--- src/rtl/fm_synth_pkg.sv ---
// Shared types and constants for the phase demodulator.
// Define PHASE_DEMOD_ROUND_EN to round the quotient half-up (one extra divide step).
package fm_synth_pkg;

  typedef enum logic [2:0] {
    IDLE,
    PRIME,
    CALC,
    DIV,
    DONE
  } state_e;

  // mod_scalar is U4.4
  localparam int MOD_SCALAR_WF = 4;

`ifdef PHASE_DEMOD_ROUND_EN
  localparam int ROUND_EN = 1;
`else
  localparam int ROUND_EN = 0;
`endif

endpackage

--- src/rtl/seq_divider.sv ---
// Unsigned restoring divider: one quotient bit per cycle, DVD_W cycles after start.
// done_o is high during the cycle that produces the last quotient bit.
module seq_divider #(
  parameter int DVD_W = 48,
  parameter int DVS_W = 32
) (
  input  logic             clk,
  input  logic             rst,
  input  logic             start_i,
  input  logic [DVD_W-1:0] dividend_i,
  input  logic [DVS_W-1:0] divisor_i,
  output logic             done_o,
  output logic [DVD_W-1:0] quotient_o
);

  localparam int CNT_W = $clog2(DVD_W + 1);

  logic             busy_q, busy_d;
  logic [CNT_W-1:0] cnt_q, cnt_d;
  logic [DVS_W-1:0] rem_q, rem_d;
  logic [DVS_W-1:0] dvs_q, dvs_d;
  logic [DVD_W-1:0] quo_q, quo_d;
  logic [DVS_W:0]   rem_shift;
  logic             fits;

  // Remainder stays below the divisor, so the shifted value fits in DVS_W+1 bits.
  assign rem_shift = {rem_q, quo_q[DVD_W-1]};
  assign fits      = rem_shift >= {1'b0, dvs_q};
  assign done_o    = busy_q && (cnt_q == CNT_W'(1));
  assign quotient_o = quo_q;

  always_comb begin
    busy_d = busy_q;
    cnt_d  = cnt_q;
    rem_d  = rem_q;
    dvs_d  = dvs_q;
    quo_d  = quo_q;
    if (start_i) begin
      busy_d = 1'b1;
      cnt_d  = CNT_W'(DVD_W);
      rem_d  = '0;
      dvs_d  = divisor_i;
      quo_d  = dividend_i;
    end else if (busy_q) begin
      rem_d = fits ? DVS_W'(rem_shift - {1'b0, dvs_q}) : rem_shift[DVS_W-1:0];
      quo_d = {quo_q[DVD_W-2:0], fits};
      cnt_d = cnt_q - CNT_W'(1);
      if (done_o) busy_d = 1'b0;
    end
  end

  always_ff @(posedge clk) begin
    if (rst) begin
      busy_q <= 1'b0;
      cnt_q  <= '0;
      rem_q  <= '0;
      dvs_q  <= '0;
      quo_q  <= '0;
    end else begin
      busy_q <= busy_d;
      cnt_q  <= cnt_d;
      rem_q  <= rem_d;
      dvs_q  <= dvs_d;
      quo_q  <= quo_d;
    end
  end

endmodule

--- src/rtl/phase_demodulate.sv ---
// Recovers the modulating signal from successive phase samples: (dphase - tw) / (tw * depth).
// Optional PHASE_DEMOD_ROUND_EN rounds the magnitude half-up instead of truncating.
module phase_demodulate
  import fm_synth_pkg::*;
#(
  parameter int NUM_BITS = 32,
  parameter int WI       = 2,
  parameter int WF       = 16
) (
  input  logic                clk,
  input  logic                rst,
  input  logic [NUM_BITS-1:0] tuning_word,
  input  logic [7:0]          mod_scalar,
  input  logic [NUM_BITS-1:0] phase_in,
  input  logic                phase_valid,
  output logic                phase_ready,
  output logic [WI+WF-1:0]    mod_signal,
  output logic                mod_valid,
  output logic                sat,
  output logic                div_err
);

  localparam int W      = WI + WF;
  localparam int DVD_W  = NUM_BITS + WF + ROUND_EN;
  localparam int PROD_W = NUM_BITS + 8;
  localparam logic [DVD_W:0] LIM = (DVD_W+1)'(1) << (W - 1);

  state_e              state_q, state_d;
  logic                primed_q, primed_d;
  logic [NUM_BITS-1:0] prev_phase_q, prev_phase_d;
  logic [NUM_BITS-1:0] delta_q, delta_d;
  logic                dev_neg_q, dev_neg_d;
  logic                div_zero_q, div_zero_d;
  logic [W-1:0]        mod_signal_q, mod_signal_d;
  logic                sat_q, sat_d, div_err_q, div_err_d, mod_valid_q, mod_valid_d;

  logic [NUM_BITS-1:0] deviation, dev_mag, denom;
  logic [PROD_W-1:0]   product, scaled;
  logic                div_start, div_done;
  logic [DVD_W-1:0]    quotient;
  logic [DVD_W:0]      mag_r;
  logic [W-1:0]        clip_sig;
  logic                clip_sat;

  assign deviation = delta_q - tuning_word;
  assign dev_mag   = deviation[NUM_BITS-1] ? (~deviation + NUM_BITS'(1)) : deviation;
  assign product   = PROD_W'(tuning_word) * PROD_W'(mod_scalar);
  assign scaled    = product >> MOD_SCALAR_WF;
  assign denom     = (|scaled[PROD_W-1:NUM_BITS]) ? '1 : scaled[NUM_BITS-1:0];

  seq_divider #(.DVD_W(DVD_W), .DVS_W(NUM_BITS)) u_div (
    .clk        (clk),
    .rst        (rst),
    .start_i    (div_start),
    .dividend_i ({dev_mag, {(WF + ROUND_EN){1'b0}}}),
    .divisor_i  (denom),
    .done_o     (div_done),
    .quotient_o (quotient)
  );

  // Magnitude is rounded (if enabled) before the sign is applied and the result clipped.
  always_comb begin
    mag_r    = (ROUND_EN != 0) ? (({1'b0, quotient} + (DVD_W+1)'(1)) >> 1) : {1'b0, quotient};
    clip_sat = 1'b0;
    if (!dev_neg_q) begin
      clip_sig = mag_r[W-1:0];
      if (mag_r >= LIM) begin
        clip_sig = {1'b0, {(W-1){1'b1}}};
        clip_sat = 1'b1;
      end
    end else begin
      clip_sig = ~mag_r[W-1:0] + W'(1);
      if (mag_r > LIM) begin
        clip_sig = {1'b1, {(W-1){1'b0}}};
        clip_sat = 1'b1;
      end
    end
  end

  always_comb begin
    state_d      = state_q;
    primed_d     = primed_q;
    prev_phase_d = prev_phase_q;
    delta_d      = delta_q;
    dev_neg_d    = dev_neg_q;
    div_zero_d   = div_zero_q;
    mod_signal_d = mod_signal_q;
    sat_d        = sat_q;
    div_err_d    = div_err_q;
    mod_valid_d  = 1'b0;
    div_start    = 1'b0;
    case (state_q)
      IDLE: begin
        if (phase_valid) begin
          prev_phase_d = phase_in;
          if (primed_q) begin
            delta_d = phase_in - prev_phase_q;
            state_d = CALC;
          end else begin
            primed_d = 1'b1;
            state_d  = PRIME;
          end
        end
      end
      PRIME: state_d = IDLE;
      CALC: begin
        dev_neg_d  = deviation[NUM_BITS-1];
        div_zero_d = (denom == '0);
        if (denom == '0) begin
          state_d = DONE;
        end else begin
          div_start = 1'b1;
          state_d   = DIV;
        end
      end
      DIV: if (div_done) state_d = DONE;
      DONE: begin
        mod_valid_d = 1'b1;
        if (div_zero_q) begin
          mod_signal_d = '0;
          sat_d        = 1'b0;
          div_err_d    = 1'b1;
        end else begin
          mod_signal_d = clip_sig;
          sat_d        = clip_sat;
          div_err_d    = 1'b0;
        end
        state_d = IDLE;
      end
      default: state_d = IDLE;
    endcase
  end

  always_ff @(posedge clk) begin
    if (rst) begin
      state_q      <= IDLE;
      primed_q     <= 1'b0;
      prev_phase_q <= '0;
      delta_q      <= '0;
      dev_neg_q    <= 1'b0;
      div_zero_q   <= 1'b0;
      mod_signal_q <= '0;
      sat_q        <= 1'b0;
      div_err_q    <= 1'b0;
      mod_valid_q  <= 1'b0;
    end else begin
      state_q      <= state_d;
      primed_q     <= primed_d;
      prev_phase_q <= prev_phase_d;
      delta_q      <= delta_d;
      dev_neg_q    <= dev_neg_d;
      div_zero_q   <= div_zero_d;
      mod_signal_q <= mod_signal_d;
      sat_q        <= sat_d;
      div_err_q    <= div_err_d;
      mod_valid_q  <= mod_valid_d;
    end
  end

  assign phase_ready = (state_q == IDLE);
  assign mod_signal  = mod_signal_q;
  assign mod_valid   = mod_valid_q;
  assign sat         = sat_q;
  assign div_err     = div_err_q;

endmodule

--- config.mk ---
export PLATFORM = sky130hd
export DESIGN_NAME = phase_demodulate
export DESIGN_NICKNAME = d
export VERILOG_FILES = /design/src/rtl/fm_synth_pkg.sv /design/src/rtl/seq_divider.sv /design/src/rtl/phase_demodulate.sv
export SDC_FILE = /design/constraint.sdc
export NUM_CORES = 1
export LEC_CHECK = 0
export BUFFER_PORTS_ARGS = -buffer_cell sky130_fd_sc_hd__buf_2
export CORE_MARGIN = 3
export CORE_UTILIZATION = 55
export CTS_BUF_LIST = sky130_fd_sc_hd__clkbuf_16
export DETAILED_ROUTE_END_ITERATION = 10
export PLACE_DENSITY = 0.73
export SYNTH_ARGS = -nofsm -noshare
export SYNTH_HDL_FRONTEND = slang
export SYNTH_HIERARCHICAL = 1
export SYNTH_SLANG_ARGS = --single-unit
--- constraint.sdc ---
create_clock -name clk -period 19.41 [get_ports clk]
set_input_delay 1.941 -clock clk [delete_from_list [all_inputs] [get_ports clk]]
set_output_delay 1.941 -clock clk [all_outputs]
set_load 0.05 [all_outputs]
======== Yosys cells after proc, flatten, opt, wreduce, memory -nomap -nowiden ========
Cells that the tools add are included.
word-level totals
  input port bits ......................... 75
  output and inout bits ................... 22
  flip-flop bits (word level) ............. 210
  word-level logic and storage cells ...... 71
cells by class
  equality and inequality tests ........... 6
  multiplexer cells ....................... 27
  $lt $le $gt $ge ......................... 3
  bitwise gates (word level) .............. 2
  reductions and logical operators ........ 9
  multiply operators ...................... 1
  $add $sub $neg .......................... 6
operator list
  kind                   number
  $mux 32                3
  $mux 48                2
  $sub 32x32->32         3
  $mux 18                4
  $ge 48x18->1 const B   1
  $gt 48x18->1 const B   1
  $mul 32x8->40          1
  $ge 33x32->1           1
  $add 32x1->32 const B  1
  $logic_not 32->1       1
  $not 32->32            1
  $add 18x1->18 const B  1
  $not 18->18            1
  $mux 6                 2
  $mux 1                 11
  $mux 3                 3
  $pmux 3 s3             1
  $eq 3x2->1 const B     2
  $eq 6x1->1 const B     1
  $sub 6x1->6 const B    1
  $ne 2x2->1 const B     2
  $reduce_and 2->1       2
  $reduce_or 4->1        1
  $eq 3x3->1 const B     1
  6 further kinds        6

======== Depth between registers and ports, before layout ========
Gate-level depths: netlist of run 1.
  depth in word-level cells ............... 7
  depth in mapped cells ................... 28

======== Modules after synthesis ========
Netlist of run 1, hierarchy kept.
modules (own cells, without submodules)
  module            area each (µm²)  cells an instance  times used  sequential area each (µm²)
  phase_demodulate  16564.6          2165               1           1821.7
  seq_divider       6964.2           875                1           2382.3

======== Least setup slack after synthesis of run 1 ========
Ideal clock, no wire load.
  path kind ............................... input to register
  start ................................... input port mod_scalar[7]
  end ..................................... register u_div.dvs_q[2]
  buffers on the path ..................... 4
  data arrival time ....................... 8.115 ns
  cell stages on the path ................. 24
  setup slack ............................. 11.168 ns
  cells stage by stage .................... clkbuf_1 and2_1 fa_1 fa_1 fa_1 inv_1 fa_1 inv_1 ha_1 nand4_1 nor3_1 a21oi_1 a311o_1 a2111oi_1 a221oi_2 xnor2_1 nor4_4 nand4_1 nor2b_1 clkbuf_1 clkbuf_1 buf_1 mux2i_1 nor2_1
between the ends
  longest elaborated chain between the ends .. 6
ends and longest elaborated chain
  item                  RTL line                 text
  start, declared       phase_demodulate.sv:13   input logic [7:0] mod_scalar,
  $mul 32x8->40 *       phase_demodulate.sv:47   assign product = PROD_W'(tuning_word) * PROD_W'(mod_scalar);
  $reduce_or 4->1       phase_demodulate.sv:49   assign denom = (|scaled[PROD_W-1:NUM_BITS]) ? '1 : scaled[NUM_BITS-1:0];
  $mux 32 *             phase_demodulate.sv:49
  $logic_not 32->1 *    phase_demodulate.sv:109  if (denom == '0) begin
  $mux 1 *              phase_demodulate.sv:109
  $mux 1 *              phase_demodulate.sv:92   case (state_q)
  named net div_start   phase_demodulate.sv:39   logic div_start, div_done;
  end signal, assigned  seq_divider.sv:63        dvs_q <= dvs_d;
  end, declared         seq_divider.sv:21        logic [DVS_W-1:0] dvs_q, dvs_d;
The timed path passes the listed nets; every way through them passes the cells marked *.
A chain may end at the register's enable or synchronous reset.

======== Worst setup path after layout of run 1 ========
  start ................................... input port mod_scalar[3]
  end ..................................... register u_div.cnt_q[1]
between the ends
  longest elaborated chain between the ends .. 7
ends and longest elaborated chain
  item                                RTL line                 text
  $mul 32x8->40 *                     phase_demodulate.sv:47
  $reduce_or 4->1                     phase_demodulate.sv:49
  $mux 32 *                           phase_demodulate.sv:49
  $logic_not 32->1 *                  phase_demodulate.sv:109
  $mux 1 *                            phase_demodulate.sv:109
  $mux 1 *                            phase_demodulate.sv:92
  named net div_start                 phase_demodulate.sv:39
  $reduce_or 2->1 (no source line) *  n/a
  end signal, assigned                seq_divider.sv:61        cnt_q <= cnt_d;
  end, declared                       seq_divider.sv:19        logic [CNT_W-1:0] cnt_q, cnt_d;
Marked as above.

==> impl_metrics.tcl, run 1 <==
set metrics [dict create \
    io_pins 97 \
    synthDistinctLibCells 94 \
    clkTransAtPathRegs_ns 0.06 \
    layout-drive-gt1-share 0.0617 \
    diodes 0 \
    clockRootBuffer "clkbuf_16" \
    clkPwrFrac 0.153 \
    grt-busiest-layer "met2" \
    firstDrtPassIters 5 \
    post_cts_resized 0 \
    cts_setup_buffers 0 \
    nets 3443 \
    async_flop_share 0 \
    remaining_drc_errors 0 \
    netlist_area_mm2 0.0235 \
    numPortBuffers 96 \
    cpMaxStageDelayCell "a2111oi_1" \
    dieWidth_um 213 \
    die-area_mm2 0.0453 \
    slowest_delay_ns 0.60 \
    synth-edff-count 0 \
    finalHoldViolCount 0 \
    yosys.area.top_type "dfxtp_1" \
    p_sw_mw 1.59 \
    max_freq_mhz 110 \
    use_met1 0.342 \
    period_needed_ns 9.06 \
    critPathKind "input port to flip-flop" \
    status "finished clean" \
    ys_ff_latch 210 \
    combPwrFrac 0.692 \
    hold_ws_ns 0.454 \
    die_y_um 213 \
    via_per_inst 5.87 \
    hold_end "prev_phase_q[27]$_SDFFE_PP0P_" \
    initial_utilization 0.558 \
    final_common_cell "nand2_1" \
    arrival_ns 9.49 \
    yosysTopAreaCellShare 0.179 \
    seq_area_mm2 0.00421 \
    grt_max_degree 96 \
    hpwl_mm 48.6 \
    ys_seq_area_frac 0.179 \
    p_int_mw 1.63 \
    hold_buffers 0 \
    first_iter_violations 1259 \
    grt_overflow 0 \
    clock_skew_ns 0.0356 \
    finalSetupViolations 0 \
    reg2reg_depth 13 \
    reg2reg_from "delta_q[9]$_SDFFE_PP0P_" \
    p_per_area_mw_per_mm2 128 \
    finalCritPeriodShare 0.467 \
    synth_ff_type "dfxtp_1" \
    met3_usage 0.0444 \
    cp.required_ns 19.84 \
    sequentialPowerShare 0.155 \
    rsz0062_at_grt "false" \
    synth.area.top_cells "dfxtp_1 18%, fa_1 16%, ha_1 8.2%" \
    crit_path_start_kind "input port" \
    grt_pass1_wl_mm 105 \
    multi_input_area_mm2 0.0176 \
    clockBufferDepth 3 \
    antenna_left 0 \
    yosysWarningCount 6 \
    cts_sinks 210 \
    hp-start "prev_phase_q[27]$_SDFFE_PP0P_" \
    rr_endpoint "u_div/quotient_o[32]$_SDFFE_PP0P_" \
    tritoncts "done" \
    rows 75 \
    clk_latency_ns 0.56 \
    crit_path_frequent_cell "fa_1" \
    wl_per_cell_um 17.7 \
    h-tree-depth 1 \
    num-fill-cells 3893 \
    core_mm2 0.0421 \
    antenna_found_initial 3 \
    mostFrequentLayoutCells "320 x nand2_1, 312 x inv_1, 293 x nor2_1" \
    grt_pass1_vias 21100 \
    avgSynthCellArea_um2 7.74 \
    hold_depth 2 \
    final.setup.tns_ns 0 \
    drt_wl_total_mm 63.5 \
    worstPathCellList "buf_2, and2_1, fa_1, fa_1, fa_1, inv_1, fa_1, inv_1, ha_1, nand4_1, nor3_1, o211ai_1, a311o_1, a2111oi_1, a221oi_2, xnor2_1, nor4_4, buf_4, nand4_1, nor2b_4, buf_4, or2_2, a211oi_1" \
    grt_use_met2 0.493 \
    min_path_type "flip-flop to flip-flop" \
    tritoncts.num_buffers 25 \
    synthToLayoutAreaGrowth_pct 6.64 \
    vdd_drop_max_uv 116 \
    place_congestion 0.926 \
    p_leak_nw 11.2 \
    slew_viol_final 0 \
    maxSlewHeadroom 0.267 \
    rrSetupSlack_ns 14.90 \
    grt_util_all_layers 0.281 \
    worstMarginPinSlew_ns 1.10 \
    synthCells 3040 \
    end_kind "flip-flop" \
    crit_fanout 38 \
    swShare 0.494 \
    maxCapViolations 0 \
    vias 21100 \
]
==> through the flow <==
step | cells | total power [mW] | area (um^2) | setup WS (ns) | utilization
detailed placement | 3542 | 2.70 | 24200 | 9.85 | 0.575
CTS | 3588 | 3.22 | 25100 | 10.41 | 0.596
finish | 3588 | 3.22 | 25100 | 10.35 | 0.596
global route | 3588 | 3.52 | 25100 | 9.83 | 0.596
floorplan | 3055 | 2.21 | 23600 | 11.17 | -
global placement | 3542 | 2.68 | 24200 | 10.18 | 0.575
==> sequential cells by signal (all words and copies together), names as in the netlist <==
name	flops
u_div/cnt_q	6
delta_q	32
u_div/rem_q	32
u_div/busy_q	1
u_div/dvs_q	32
primed_q	1
dev_neg_q	1
div_zero_q	1
state_q	3
prev_phase_q	32
u_div/quotient_o	48
mod_signal	18
div_err	1
sat	1
mod_valid	1
==> layer usage <==
| metal | routed length (um) | vias up |
|---|---|---|
| li1 | - | 10200 |
| met1 | 26300 | 10100 |
| met2 | 30600 | 599 |
| met3 | 3610 | 167 |
| met4 | 2990 | 0 |
| met5 | 0 | - |
==> Yosys cell counts, drive strengths merged, types with 22 or more instances <==
master and n:
a21oi 254, o21ai 112, nand3 56, xor2 59
clkbuf 138, nor3 51, buf 23, a21o 47
nand2 321, dfxtp 210, a31oi 30, ha 155
nor2b 22, fa 183, a211oi 34, mux2i 113
and2 218, and3 25, inv 310, o211ai 23
nand4 29, xnor2 72, nor2 294
==> layout make-up <==
cell class,count,share of cell area
well taps,539,0.0269
flip-flops and latches,210,0.168
multi-input cells,2374,0.701
clock inverters,21,0.00937
inverters,310,0.0464
clock buffers,25,0.0249
repair buffers,109,0.0233
==> critical path, delay by kind of cell <==
kind                     cells  cell delay, ns
adder cells (fa/ha/maj)      5            2.36
AND/OR/NAND/NOR              7            2.16
AO/OA/AOI/OAI                5            1.58
buffers and inverters        5            1.20
XOR/XNOR                     1            0.19
==> power by group through the flow <==
stage | Combinational (mW) | Sequential (mW) | Clock, mW
2_1_floorplan | 1.72 | 0.495 | 0
3_3_place_gp | 2.18 | 0.507 | 0
3_5_place_dp | 2.20 | 0.508 | 0
4_1_cts | 2.21 | 0.499 | 0.505
5_1_grt | 2.49 | 0.504 | 0.521
6_report | 2.23 | 0.500 | 0.493
==> worst max-delay path by stage <==
stage             startpoint                           to  slack (ns)  cells past startpoint
2_1_floorplan  mod_scalar[7]  u_div/dvs_q[2]$_SDFFE_PP0P_       11.17                     24
3_3_place_gp   mod_scalar[3]  u_div/cnt_q[1]$_SDFFE_PP0P_       10.18                     23
3_5_place_dp   mod_scalar[3]  u_div/cnt_q[1]$_SDFFE_PP0P_        9.85                     23
4_1_cts        mod_scalar[6]  u_div/cnt_q[1]$_SDFFE_PP0P_       10.41                     23
5_1_grt        mod_scalar[6]  u_div/cnt_q[1]$_SDFFE_PP0P_        9.83                     23
6_report       mod_scalar[3]  u_div/cnt_q[1]$_SDFFE_PP0P_       10.35                     23
==> logic make-up (layout without fill, tap and decap cells) <==
kind of cell | count (synthesis) | in the layout | synth area share
AO/OA/AOI/OAI | 671 | 671 | 0.182
XOR/XNOR | 131 | 131 | 0.0491
adder cells (fa/ha/maj) | 338 | 338 | 0.238
buffers and inverters | 471 | 465 | 0.0763
flip-flops | 210 | 210 | 0.179
multiplexers | 114 | 114 | 0.0486
other | 1 | 16 | 0.000159
AND/OR/NAND/NOR | 1104 | 1104 | 0.227
Note: power is estimated with default switching activity, not from simulation.
==> run 2: changes to the inputs <==
--- a/config.mk
+++ b/config.mk
@@ -5,12 +5,13 @@
 export SDC_FILE = /design/constraint.sdc
 export NUM_CORES = 1
 export LEC_CHECK = 0
+export ABC_AREA = 1
 export BUFFER_PORTS_ARGS = -buffer_cell sky130_fd_sc_hd__buf_2
 export CORE_MARGIN = 3
 export CORE_UTILIZATION = 55
 export CTS_BUF_LIST = sky130_fd_sc_hd__clkbuf_16
 export DETAILED_ROUTE_END_ITERATION = 10
-export PLACE_DENSITY = 0.73
+export PLACE_DENSITY = 0.76
 export SYNTH_ARGS = -nofsm -noshare
 export SYNTH_HDL_FRONTEND = slang
 export SYNTH_HIERARCHICAL = 1
==> constraint.sdc (replaced) <==
create_clock -name clk -period 7.38 [get_ports clk]
set_input_delay 0.738 -clock clk [delete_from_list [all_inputs] [get_ports clk]]
set_output_delay 0.738 -clock clk [all_outputs]
set_load 0.05 [all_outputs]
==> impl_metrics.tcl, run 2 <==
set metrics [dict create \
    mostFrequentLayoutCells "1160 x nand2_1, 897 x inv_1, 258 x nor2_1" \
    final_util 0.599 \
    avgSynthCellArea_um2 6.32 \
    firstDrtPassIters 6 \
    synth.area.top_cells "nand2_1 17%, dfxtp_1 16%, fa_1 14%" \
    h-tree-depth 1 \
    vias 24600 \
    synth-edff-count 0 \
    largest_register_ffs 48 \
    dieWidth_um 223 \
    end_kind "flip-flop" \
    grt_max_degree 81 \
    status "finished clean" \
    finalSetupViolations 0 \
    final.setup.tns_ns 0 \
    antenna_found_initial 1 \
    via_per_inst 5.20 \
    crit_fanout 32 \
    maxSlewHeadroom 0.218 \
    grt_pass1_wl_mm 116 \
    core_mm2 0.0460 \
    synth_ff_type "dfxtp_1" \
    cts_setup_buffers 0 \
    synthToLayoutAreaGrowth_pct 6.21 \
    die-area_mm2 0.0498 \
    clockBufferDepth 3 \
    rows 78 \
    grt_util_all_layers 0.279 \
    synthMostInstantiatedCell "nand2_1" \
    place_congestion 0.961 \
    reg2reg_from "delta_q[0]$_SDFFE_PP0P_" \
    final_common_cell "nand2_1" \
    hpwl_mm 54.6 \
    period_needed_ns 6.47 \
    min_path_type "flip-flop to flip-flop" \
    hp-start "prev_phase_q[24]$_SDFFE_PP0P_" \
    first_iter_violations 2064 \
    num-fill-cells 4560 \
    cts_sinks 210 \
    worstMarginPinSlew_ns 1.17 \
    slowest_delay_ns 0.55 \
    io_pins 97 \
    post_cts_resized 0 \
    netlist_area_mm2 0.0259 \
    finalCritPeriodShare 0.877 \
    clkTransAtPathRegs_ns 0.05 \
    ys_ff_latch 210 \
    crit_path_start_kind "input port" \
    ys_seq_area_frac 0.162 \
    postLayoutCellArea_mm2 0.0275 \
    antenna_left 0 \
    synth_common_cells "1161 x nand2_1, 893 x inv_1, 260 x nor2_1" \
    layout-drive-gt1-share 0.0713 \
    yosys.area.top_type "nand2_1" \
    hold_buffers 0 \
    critPathKind "input port to flip-flop" \
    clk_latency_ns 0.57 \
    crit_start "mod_scalar[7]" \
    finalHoldViolCount 0 \
    arrival_ns 6.96 \
    cp.required_ns 7.86 \
    yosysWarningCount 6 \
    max_freq_mhz 154 \
    numPortBuffers 96 \
    clockRootBuffer "clkbuf_16" \
    maxCapViolations 0 \
    crit_path_frequent_cell "nand2_1" \
    yosysTopAreaCellShare 0.168 \
    tritoncts "done" \
    remaining_drc_errors 0 \
    tritoncts.num_buffers 25 \
    grt_overflow 0 \
    place_area_mm2 0.0267 \
    nets 4530 \
    drt_wl_total_mm 69.8 \
    wl_per_cell_um 14.7 \
    grt_pass1_vias 23300 \
    async_flop_share 0 \
    rsz0062_at_grt "false" \
    synthCells 4104 \
    die_y_um 223 \
    clock_skew_ns 0.0285 \
    cpMaxStageDelayCell "fa_1" \
    synthDistinctLibCells 58 \
    slew_viol_final 0 \
    initial_utilization 0.564 \
    diodes 0 \
]
-- run 2: cell types whose count changed after synthesis, moves of 31 or more --
| cell | before | now |
|---|---|---|
| a211oi_1 | 34 | 3 |
| a21o_1 | 46 | 12 |
| and2_1 | 215 | 5 |
| inv_1 | 310 | 893 |
| mux2i_1 | 113 | 0 |
| nand2_1 | 320 | 1161 |
| nand3_1 | 56 | 161 |
| nand3b_1 | 4 | 48 |
| nor2_1 | 293 | 260 |
| o21ai_0 | 98 | 168 |
| xnor2_1 | 71 | 35 |
-- run 2: path summary, 6_finish.rpt --
check	end	slack (ns)	depth (start not counted)
hold reg to reg	prev_phase_q[24]$_SDFFE_PP0P_	0.46	2
setup reg to reg	u_div/quotient_o[45]$_SDFFE_PP0P_	3.65	25
setup / recovery	u_div/quotient_o[27]$_SDFFE_PP0P_	0.91	29
hold / removal	prev_phase_q[24]$_SDFFE_PP0P_	0.46	2
-- run 2: area by class of cell --
| class | count | area, um^2 | area share |
|---|---|---|---|
| multi-input cells | 2851 | 17700 | 0.643 |
| inverters | 919 | 3450 | 0.125 |
| well taps | 600 | 751 | 0.0273 |
| clock inverters | 20 | 206 | 0.00749 |
| clock buffers | 25 | 626 | 0.0227 |
| repair buffers | 110 | 586 | 0.0213 |
| flip-flops and latches | 210 | 4200 | 0.153 |
-- run 2: stage by stage --
| step | hold slack [ns] | setup WS (ns) | cells |
|---|---|---|---|
| after floorplan | 0.433 | 1.20 | 4119 |
| after global placement | 0.444 | 0.592 | 4690 |
| after detailed placement | 0.451 | 0.440 | 4690 |
| after CTS | 0.453 | 0.984 | 4735 |
| after global routing | 0.471 | 0.425 | 4735 |
| final | 0.456 | 0.906 | 4735 |
-- run 2: kinds of logic (layout without fill, tap and decap cells) --
group,Yosys count,after routing,share of synthesized area
AO/OA/AOI/OAI,586,586,0.131
flip-flops,210,210,0.162
XOR/XNOR,91,91,0.0325
AND/OR/NAND/NOR,1820,1820,0.301
adder cells (fa/ha/maj),338,338,0.216
other,1,16,0.000145
buffers and inverters,1058,1074,0.157
-- run 2: metal layers --
metal / global-route usage / share of wire / vias to the layer above
met5: 0 / 0.00010 / -
met4: 0.0989 / 0.038 / 2
met3: 0.0371 / 0.065 / 131
met2: 0.441 / 0.43 / 749
met1: 0.391 / 0.46 / 11100
li1: - / - / 12600
-- run 2: worst max-delay path, delay by kind of cell --
kind / cells / cell delay (ns)
compound gates: 4 / 1.06
simple gates: 13 / 1.41
buf+inv: 7 / 1.35
fa+ha+maj: 5 / 2.39
Power of run 2 is not shown: default switching activity piles up to over one toggle a cycle in this logic, so the estimate is an artifact.
